$ cat src/rtl/pc_unit_if.sv
// pc_unit_if: control and status bundle between decode/hazard logic and the PC unit.
//   master : decode side, drives PCWrite/op/branch_taken/offset/target, observes PC state
//   slave  : pc_unit, consumes control, drives PCout/ras_count/ras_overflow/ras_underflow
interface pc_unit_if #(
    parameter int unsigned ADDR_WIDTH = 16,
    parameter int unsigned RAS_DEPTH  = 4
);
    localparam int unsigned CntW = $clog2(RAS_DEPTH + 1);

    logic                  PCWrite;
    logic [2:0]            op;
    logic                  branch_taken;
    logic [ADDR_WIDTH-1:0] offset;
    logic [ADDR_WIDTH-1:0] target;
    logic [ADDR_WIDTH-1:0] PCout;
    logic [CntW-1:0]       ras_count;
    logic                  ras_overflow;
    logic                  ras_underflow;

    modport master (
        output PCWrite, op, branch_taken, offset, target,
        input  PCout, ras_count, ras_overflow, ras_underflow
    );

    modport slave (
        input  PCWrite, op, branch_taken, offset, target,
        output PCout, ras_count, ras_overflow, ras_underflow
    );
endinterface

$ cat src/rtl/pc_unit.sv
// pc_unit: program counter with next-PC selection and a circular return-address stack.
//   clk   : rising-edge clock
//   reset : asynchronous, active-low
//   bus   : pc_unit_if.slave
//     PCWrite      - 1 = advance state, 0 = hold everything
//     op           - 0 SEQ, 1 BRANCH, 2 JUMP, 3 CALL, 4 RET, 5 TRAP, 6/7 as SEQ
//     branch_taken - qualifies BRANCH
//     offset       - signed branch displacement
//     target       - JUMP/CALL destination
//     PCout        - registered PC
//     ras_count    - registered number of valid RAS entries
//     ras_overflow / ras_underflow - sticky error flags
module pc_unit #(
    parameter int unsigned          ADDR_WIDTH   = 16,
    parameter int unsigned          PC_INC       = 1,
    parameter int unsigned          RAS_DEPTH    = 4,
    parameter logic [ADDR_WIDTH-1:0] RESET_VECTOR = '0,
    parameter logic [ADDR_WIDTH-1:0] TRAP_VECTOR  = ADDR_WIDTH'(16'h0010)
) (
    input logic       clk,
    input logic       reset,
    pc_unit_if.slave  bus
);
    localparam int unsigned CntW = $clog2(RAS_DEPTH + 1);
    localparam int unsigned PtrW = $clog2(RAS_DEPTH);

    localparam logic [2:0] OpBranch = 3'd1;
    localparam logic [2:0] OpJump   = 3'd2;
    localparam logic [2:0] OpCall   = 3'd3;
    localparam logic [2:0] OpRet    = 3'd4;
    localparam logic [2:0] OpTrap   = 3'd5;

    logic [ADDR_WIDTH-1:0] pc_q, pc_d;
    logic [CntW-1:0]       cnt_q, cnt_d;
    logic [PtrW-1:0]       top_q, top_d;
    logic                  ovf_q, ovf_d;
    logic                  unf_q, unf_d;
    logic [ADDR_WIDTH-1:0] ras_q [RAS_DEPTH];

    logic [ADDR_WIDTH-1:0] pc_inc;
    logic [PtrW-1:0]       top_next, top_prev;
    logic                  push;

    assign pc_inc   = pc_q + ADDR_WIDTH'(PC_INC);
    // Pointer wraps explicitly so non-power-of-two depths work too.
    assign top_next = (top_q == PtrW'(RAS_DEPTH - 1)) ? '0 : top_q + PtrW'(1);
    assign top_prev = (top_q == '0) ? PtrW'(RAS_DEPTH - 1) : top_q - PtrW'(1);

    always_comb begin
        pc_d  = pc_q;
        cnt_d = cnt_q;
        top_d = top_q;
        ovf_d = ovf_q;
        unf_d = unf_q;
        push  = 1'b0;
        if (bus.PCWrite) begin
            case (bus.op)
                OpBranch: pc_d = bus.branch_taken ? pc_q + bus.offset : pc_inc;
                OpJump:   pc_d = bus.target;
                OpCall: begin
                    // When full, top_next lands on the oldest entry, which is overwritten.
                    push  = 1'b1;
                    top_d = top_next;
                    pc_d  = bus.target;
                    if (cnt_q == CntW'(RAS_DEPTH)) begin
                        ovf_d = 1'b1;
                    end else begin
                        cnt_d = cnt_q + CntW'(1);
                    end
                end
                OpRet: begin
                    if (cnt_q != '0) begin
                        pc_d  = ras_q[top_q];
                        top_d = top_prev;
                        cnt_d = cnt_q - CntW'(1);
                    end else begin
                        pc_d  = pc_inc;
                        unf_d = 1'b1;
                    end
                end
                OpTrap:   pc_d = TRAP_VECTOR;
                default:  pc_d = pc_inc;
            endcase
        end
    end

    always_ff @(posedge clk or negedge reset) begin
        if (!reset) begin
            pc_q  <= RESET_VECTOR;
            cnt_q <= '0;
            top_q <= '0;
            ovf_q <= 1'b0;
            unf_q <= 1'b0;
        end else begin
            pc_q  <= pc_d;
            cnt_q <= cnt_d;
            top_q <= top_d;
            ovf_q <= ovf_d;
            unf_q <= unf_d;
        end
    end

    // Entry contents need no reset; ras_count alone defines validity.
    always_ff @(posedge clk) begin
        if (push && reset) begin
            ras_q[top_next] <= pc_inc;
        end
    end

    assign bus.PCout         = pc_q;
    assign bus.ras_count     = cnt_q;
    assign bus.ras_overflow  = ovf_q;
    assign bus.ras_underflow = unf_q;
endmodule

$ cat src/flat_wrapper.sv
// flat-port wrapper written by rule: the top's interface ports become plain ports
module pc_unit_flat 
#(
    parameter int unsigned          ADDR_WIDTH   = 16,
    parameter int unsigned          PC_INC       = 1,
    parameter int unsigned          RAS_DEPTH    = 4,
    parameter logic [ADDR_WIDTH-1:0] RESET_VECTOR = '0,
    parameter logic [ADDR_WIDTH-1:0] TRAP_VECTOR  = ADDR_WIDTH'(16'h0010)
)
  (clk, reset, bus_PCWrite, bus_op, bus_branch_taken, bus_offset, bus_target, bus_PCout, bus_ras_count, bus_ras_overflow, bus_ras_underflow);
  pc_unit_if #(.ADDR_WIDTH(ADDR_WIDTH), .RAS_DEPTH(RAS_DEPTH)) bus_i ();
  input logic clk;
  input logic reset;
  input wire logic [$bits(bus_i.PCWrite)-1:0] bus_PCWrite;
  input wire logic [$bits(bus_i.op)-1:0] bus_op;
  input wire logic [$bits(bus_i.branch_taken)-1:0] bus_branch_taken;
  input wire logic [$bits(bus_i.offset)-1:0] bus_offset;
  input wire logic [$bits(bus_i.target)-1:0] bus_target;
  output wire logic [$bits(bus_i.PCout)-1:0] bus_PCout;
  output wire logic [$bits(bus_i.ras_count)-1:0] bus_ras_count;
  output wire logic [$bits(bus_i.ras_overflow)-1:0] bus_ras_overflow;
  output wire logic [$bits(bus_i.ras_underflow)-1:0] bus_ras_underflow;
  assign bus_i.PCWrite = bus_PCWrite;
  assign bus_i.op = bus_op;
  assign bus_i.branch_taken = bus_branch_taken;
  assign bus_i.offset = bus_offset;
  assign bus_i.target = bus_target;
  assign bus_PCout = bus_i.PCout;
  assign bus_ras_count = bus_i.ras_count;
  assign bus_ras_overflow = bus_i.ras_overflow;
  assign bus_ras_underflow = bus_i.ras_underflow;
  pc_unit #(.ADDR_WIDTH(ADDR_WIDTH), .PC_INC(PC_INC), .RAS_DEPTH(RAS_DEPTH), .RESET_VECTOR(RESET_VECTOR), .TRAP_VECTOR(TRAP_VECTOR)) u_core (.clk(clk), .reset(reset), .bus(bus_i));
endmodule
$ cat config.mk
export PLATFORM = sky130hd
export DESIGN_NAME = pc_unit_flat
export DESIGN_NICKNAME = d
export VERILOG_FILES = /design/src/rtl/pc_unit_if.sv /design/src/rtl/pc_unit.sv /design/src/flat_wrapper.sv
export SDC_FILE = /design/constraint.sdc
export NUM_CORES = 1
export LEC_CHECK = 0
export ABC_AREA = 1
export ABC_CLOCK_PERIOD_IN_PS = 2100
export CAP_MARGIN = 15
export CELL_PAD_IN_SITES_DETAIL_PLACEMENT = 0
export CELL_PAD_IN_SITES_GLOBAL_PLACEMENT = 1
export CORE_UTILIZATION = 38
export DETAILED_ROUTE_END_ITERATION = 6
export PLACE_DENSITY_LB_ADDON = 0.1
export SLEW_MARGIN = 15
export SYNTH_ARGS = -nofsm -noshare
export SYNTH_HDL_FRONTEND = slang
export SYNTH_SLANG_ARGS = --single-unit
$ cat constraint.sdc
create_clock -name clk -period 2.1 [get_ports clk]
set_input_delay 0.42 -clock clk [delete_from_list [all_inputs] [get_ports clk]]
set_output_delay 0.42 -clock clk [all_outputs]
set_load 0.02 [all_outputs]
### Word-level counts from Yosys, hierarchy flattened

Memory sizes are Yosys's and may differ from the RTL's.
Index checks and enable logic that the tools add are counted.

* memories kept: 1
* bits in writable memories: 64
* bits in latches: 0
* output and inout port bits: 21
* register bits: 23
* input port bits: 39
* memory bits (read-only): 0

Memory list
* u_core.ras_q: depth 4, bits a word 16, rd ports 1, clocked after memory_dff 0, write ports 1, RTL line pc_unit.sv:38 `logic [ADDR_WIDTH-1:0] ras_q [RAS_DEPTH];`

* equality and inequality tests: 9
* add/sub/neg operators: 6
* div/mod/pow operators: 0
* muxes and demuxes: 14
* bitwise gates (word level): 1
* multiply operators: 0
* shift operators: 0
* reduce and logical (&&, ||, !) cells: 9
* $lt $le $gt $ge: 0

Operators by type and width (number)
* 16-bit case mux with 4 select lines: 1
* 16-bit two-way mux: 2
* 16-bit by 1-bit adder with 16-bit output (second input constant): 1
* 16-bit adder: 1
* 3-bit equality test (second input constant): 3
* 3-bit AND reduction: 3
* 3-bit by 2-bit equality test with 1-bit output (second input constant): 2
* 2-bit two-way mux: 3
* 3-bit two-way mux: 2
* 3-bit case mux with 2 select lines: 1
* 1-bit two-way mux: 4
* 2-bit case mux with 2 select lines: 1
* 4-bit AND reduction: 1
* 3-bit by 1-bit adder with 3-bit output (second input constant): 1
* 3-bit by 1-bit equality test with 1-bit output (second input constant): 1
* 3-bit nonzero test: 1
* 3-bit by 1-bit subtractor with 3-bit output (second input constant): 1
* 2-bit by 1-bit adder with 2-bit output (second input constant): 1
* 2-bit equality test (second input constant): 1
* 2-bit zero test: 1
* 2-bit by 1-bit inequality test with 1-bit output (second input constant): 1
* 2-bit inequality test (second input constant): 1
* 2-bit nonzero test: 1
* 2-bit OR reduction: 1
* other kinds (3): 3

### Depth between registers and ports, before layout

* word-level depth: 6
* gate-level depth with buffers: 14

### Least setup slack after synthesis

Ideal clock, no wire load.

* path type: reg-to-reg
* start: reg u_core.top_q[0]
* end: mem u_core.ras_q[1][0] (enable)
* cell stages (with the launch flop): 7
* period minus slack after synthesis: 2249 ps
* slack: -149 ps
* library setup time: 389 ps
* data arrival time: 1861 ps
* required time: 1711 ps
* cell sequence: dfrtp_1 -> buf_2 -> inv_2 -> clkbuf_1 -> ha_1 -> inv_1 -> nor2_1

* longest elaborated chain between the ends: 2
* elaborated cells between the ends (all ways): 3
* classes of those cells: add/sub: 1; eq/ne: 1; mux: 1

RTL lines
* start, declared: RTL line pc_unit.sv:35 `logic [PtrW-1:0] top_q, top_d;`
* start signal, assigned: RTL line pc_unit.sv:97 `top_q <= top_d;`
* 2-bit by 1-bit adder with 2-bit output or 2-bit equality test (tied branches): RTL line pc_unit.sv:46 `assign top_next = (top_q == PtrW'(RAS_DEPTH - 1)) ? '0 : top_q + PtrW'(1);`
* 2-bit two-way mux *: RTL line pc_unit.sv:46
* end, declared: RTL line pc_unit.sv:38

Every way passes the cells marked *; elsewhere a longest branch is shown, timed or not.

### Final worst setup path

* start: reg u_core.pc_q[7], in the netlist u_core.bus.PCout[7]
* end: out bus_PCout[7]

RTL lines
* start, declared: RTL line pc_unit.sv:33 `logic [ADDR_WIDTH-1:0] pc_q, pc_d;`
* start signal, assigned: RTL line pc_unit.sv:95 `pc_q <= pc_d;`
* end, declared: RTL line flat_wrapper.sv:19 `output wire logic [$bits(bus_i.PCout)-1:0] bus_PCout;`

No word-level cell between the ends.

==> impl_results.md <==
- Grt ovf: 0
- Cell family with most CP delay: buffers and inverters
- Post-CTS setup buffer count: 0
- Avg WL per Cell: 16.1 um
- Clk root buf: clkbuf_16
- Die Y: 121 um
- Setup violators final: 0
- Port Buffers: 59
- Antenna viol nets, final: 0
- Antenna cells: 0
- CTS resizes: 0
- Area leader, netlist: edfxtp_1
- Skew-Pair Late Insertion Delay: 0.34 ns
- Clock Skew: between 0.006 and 0.007 ns
- Synth Register Bits: 87
- CP Depth: 2
- HP Start: u_core.bus.ras_underflow
- Commonest cells post-synth: 217 x nand2_1, 93 x inv_1, 65 x nand3_1
- Register area share after synthesis: 0.460
- CTS buffer count: 9
- Fraction of the mapped netlist area in adder cells: 0.0581
- Largest net degree at the start of global routing: 36
- Ports: 60
- H-tree depth: 3
- Post-Syn Instances: 684
- Sink Count: just under 90
- Compound-gate portion of the synthesized area: 0.0881
- Setup CP Type: register to output pin
- R2R Path End: u_core.bus.PCout[4]
- Fin nets: ~900
- Synth Area in XOR/XNOR: 0.0210
- Core area: about 14,000 um2
- Worst reg2reg setup slack: 0.12 ns
- Post-DP HPWL: 12.3 mm
- Unique masters post-synth: 41
- Finished Layout Cells: 1,000
- Synth Flop Type: edfxtp_1
- Worst Hold Path Cells: 1
- CP arrival: 1.58 ns
- CTS tree: yes
- Post-synthesis cell area: 5430 um2
- Mux contribution to synthesized area: 0
- Critical path launch point type: register
- Fin crit period: 2.00 ns
- Worst path slowest cell: clkdlybuf4s50_1
- Worst rel slew slack: 0.641
- Crit path max fanout: 5
- First-pass GRT wire length: 25.1 mm
- Largest family of logic cells by synthesized area: simple AND/OR/NAND/NOR gates
- Worst Tran Pin Value: 0.538 ns
- Buf+Inv Stages, Crit Path: 2
- Initial Util: 0.391
- Gr usage total: 0.229
- Setup slack after layout: 0.104 ns
- Worst Setup End Kind: output pin
- Final period util: 0.951
- CP cell instances: buf_4, clkdlybuf4s50_1
- Max clock buf depth: 2
- Max-cap violations: 0
- DRT iter0 DRCs: about 310
- Total via count in the routed design: around 5,000
- Routability Congestion: 0.812
- Reg clk slew, reported paths: 0.06 ns
- Top-count cell post-synth: nand2_1
- Worst R2R Path Depth: 10
- Synth top area cells: edfxtp_1 35%, nand2_1 15%, dfrtp_1 11%, inv_1 6.4%, nand3_1 6.0%
- Reg area: 2500 um2
- Worst EP required: 1.68 ns
- Multi-input gate area in the final layout: ~2500 um2
- F_max: 501 MHz
- Syn Nets: ~750
- Worst Hold Class: register to register
- Status: completed
- Vias in the first global route: 4,814
- Pre-CTS setup slack: -0.288 ns
- Detailed Routing Iterations Pass 1: 6
- Die area: 14,800 um2
- Syn. warnings: 0
- LEAKAGE: ~3.3 nW
- Syn_area_per_cell: slightly below 8 um2
- # hold bufs at CTS: 0
- Post-synth EDFFs: 64
- Async S/R FF share, synth: 0.264
- Reg2reg start: u_core.bus.PCout[1]
- Initial antenna violation count: 0
- Via density: 4.91
- Slew Limit Fails: 0
- Placed cell count: roughly 980
- Worst vdd ir: 0.405 mV
- Simple-Gate Fraction of Synth Area: 0.291
- Area Growth Syn to Fin: 32.3%
- Final Hold Fails: 0
- Fill cell count: 1,335
- Hold path endpoint: u_core.bus.ras_underflow
- Chip width: 121 um
- Top-area cell type share of the netlist area: 0.354
- Max incr delay on CP: ~0.60 ns
- Row count: 43
- Pwr/cell area: between 1000 and 1500 nW/um2
- Drc violations: 0
- Share of layout cells above drive strength 1: 0.172
- Routed wire length: between 15 and 20 mm
==> metrics by stage <==
step | instance area [um2] | hold slack (ns) | setup TNS (ns) | total power [mW] | util
global route | 7180 | 0.505 | -0.0141 | 7.91 | 0.517
CTS | 7130 | 0.482 | 0 | 7.45 | 0.514
global placement | 6770 | 0.463 | -17.07 | 5.46 | 0.488
finish | 7180 | 0.480 | 0 | 7.44 | 0.517
floorplan | 5430 | 0.124 | 0 | 4.19 | -
detailed placement | 6770 | 0.464 | -18.69 | 5.51 | 0.488
==> routing by layer <==
layer	share of wire	global-route usage	vias up
li1	-	-	2498
met1	0.47	0.310	2291
met2	0.49	0.385	99
met3	0.027	0.0141	17
met4	0.017	0.0833	0
met5	0	0	-
==> kinds of logic (layout without fill, tap and decap cells) <==
| logic type | after synthesis | in the layout |
|---|---|---|
| AO/OA/AOI/OAI | 81 | 81 |
| buffers and inverters | 116 | 252 |
| flip-flops | 87 | 87 |
| adder cells (fa/ha/maj) | 24 | 24 |
| AND/OR/NAND/NOR | 363 | 363 |
| XOR/XNOR | 13 | 13 |
==> cell usage in the layout (no fill, tap or decap), types with 5 or more instances in the layout <==
master             n
nand2_2            9
ha_1              20
o21ai_1            5
nand2_1          215
clkdlybuf4s50_1   59
buf_4             76
nor2_2            10
nor2_1            39
clkbuf_16          9
inv_1             93
nand3_1           63
nand4_1            8
edfxtp_1          64
dfrtp_1           21
or2_2              5
a21oi_1           29
o21ai_0           23
inv_2              7
xor2_1             9
==> power breakdown <==
part	switching [mW]	total [mW]	internal, mW
Clock	0.643	1.92	1.28
Sequential	0.150	2.26	2.11
Combinational	1.95	3.26	1.30
Total	2.75	7.44	4.69
==> state kept, by name, summed over array words and instances (netlist names) <==
name / count
u_core.bus.ras_underflow: 1
u_core.bus.ras_overflow: 1
u_core.top_q: 2
u_core.ras_q: 64
u_core.bus.ras_count: 3
u_core.bus.PCout: 16
==> worst register-to-register path, delay by kind of cell (launching register included) <==
kind / cells / cell delay, ns
simple gates: 8 / 0.91
flops: 1 / 0.47
fa+ha+maj: 1 / 0.24
compound gates: 1 / 0.24
==> worst max-delay path by stage <==
| stage | from | endpoint | slack (ns) |
|---|---|---|---|
| floorplan | bus_op[2] | u_core.ras_q[0][0] | 0.02 |
| global placement | bus_op[2] | u_core.ras_q[0][1] | -0.29 |
| detailed placement | bus_offset[6] | u_core.bus.PCout[7] | -0.29 |
| CTS | u_core.bus.PCout[0] | u_core.bus.PCout[14] | 0.04 |
| global route | u_core.bus.PCout[1] | u_core.bus.PCout[4] | -0.01 |
| finish | u_core.bus.PCout[7] | bus_PCout[7] | 0.10 |
==> cell type report <==
class,count,area share
inverter,100,0.0523
sequential,87,0.348
clock buffer,10,0.0319
multi-input combinational,481,0.353
clock inverter,6,0.0185
timing repair buffer,136,0.165
tap,180,0.0314
Power figures use the tool's default switching activity.
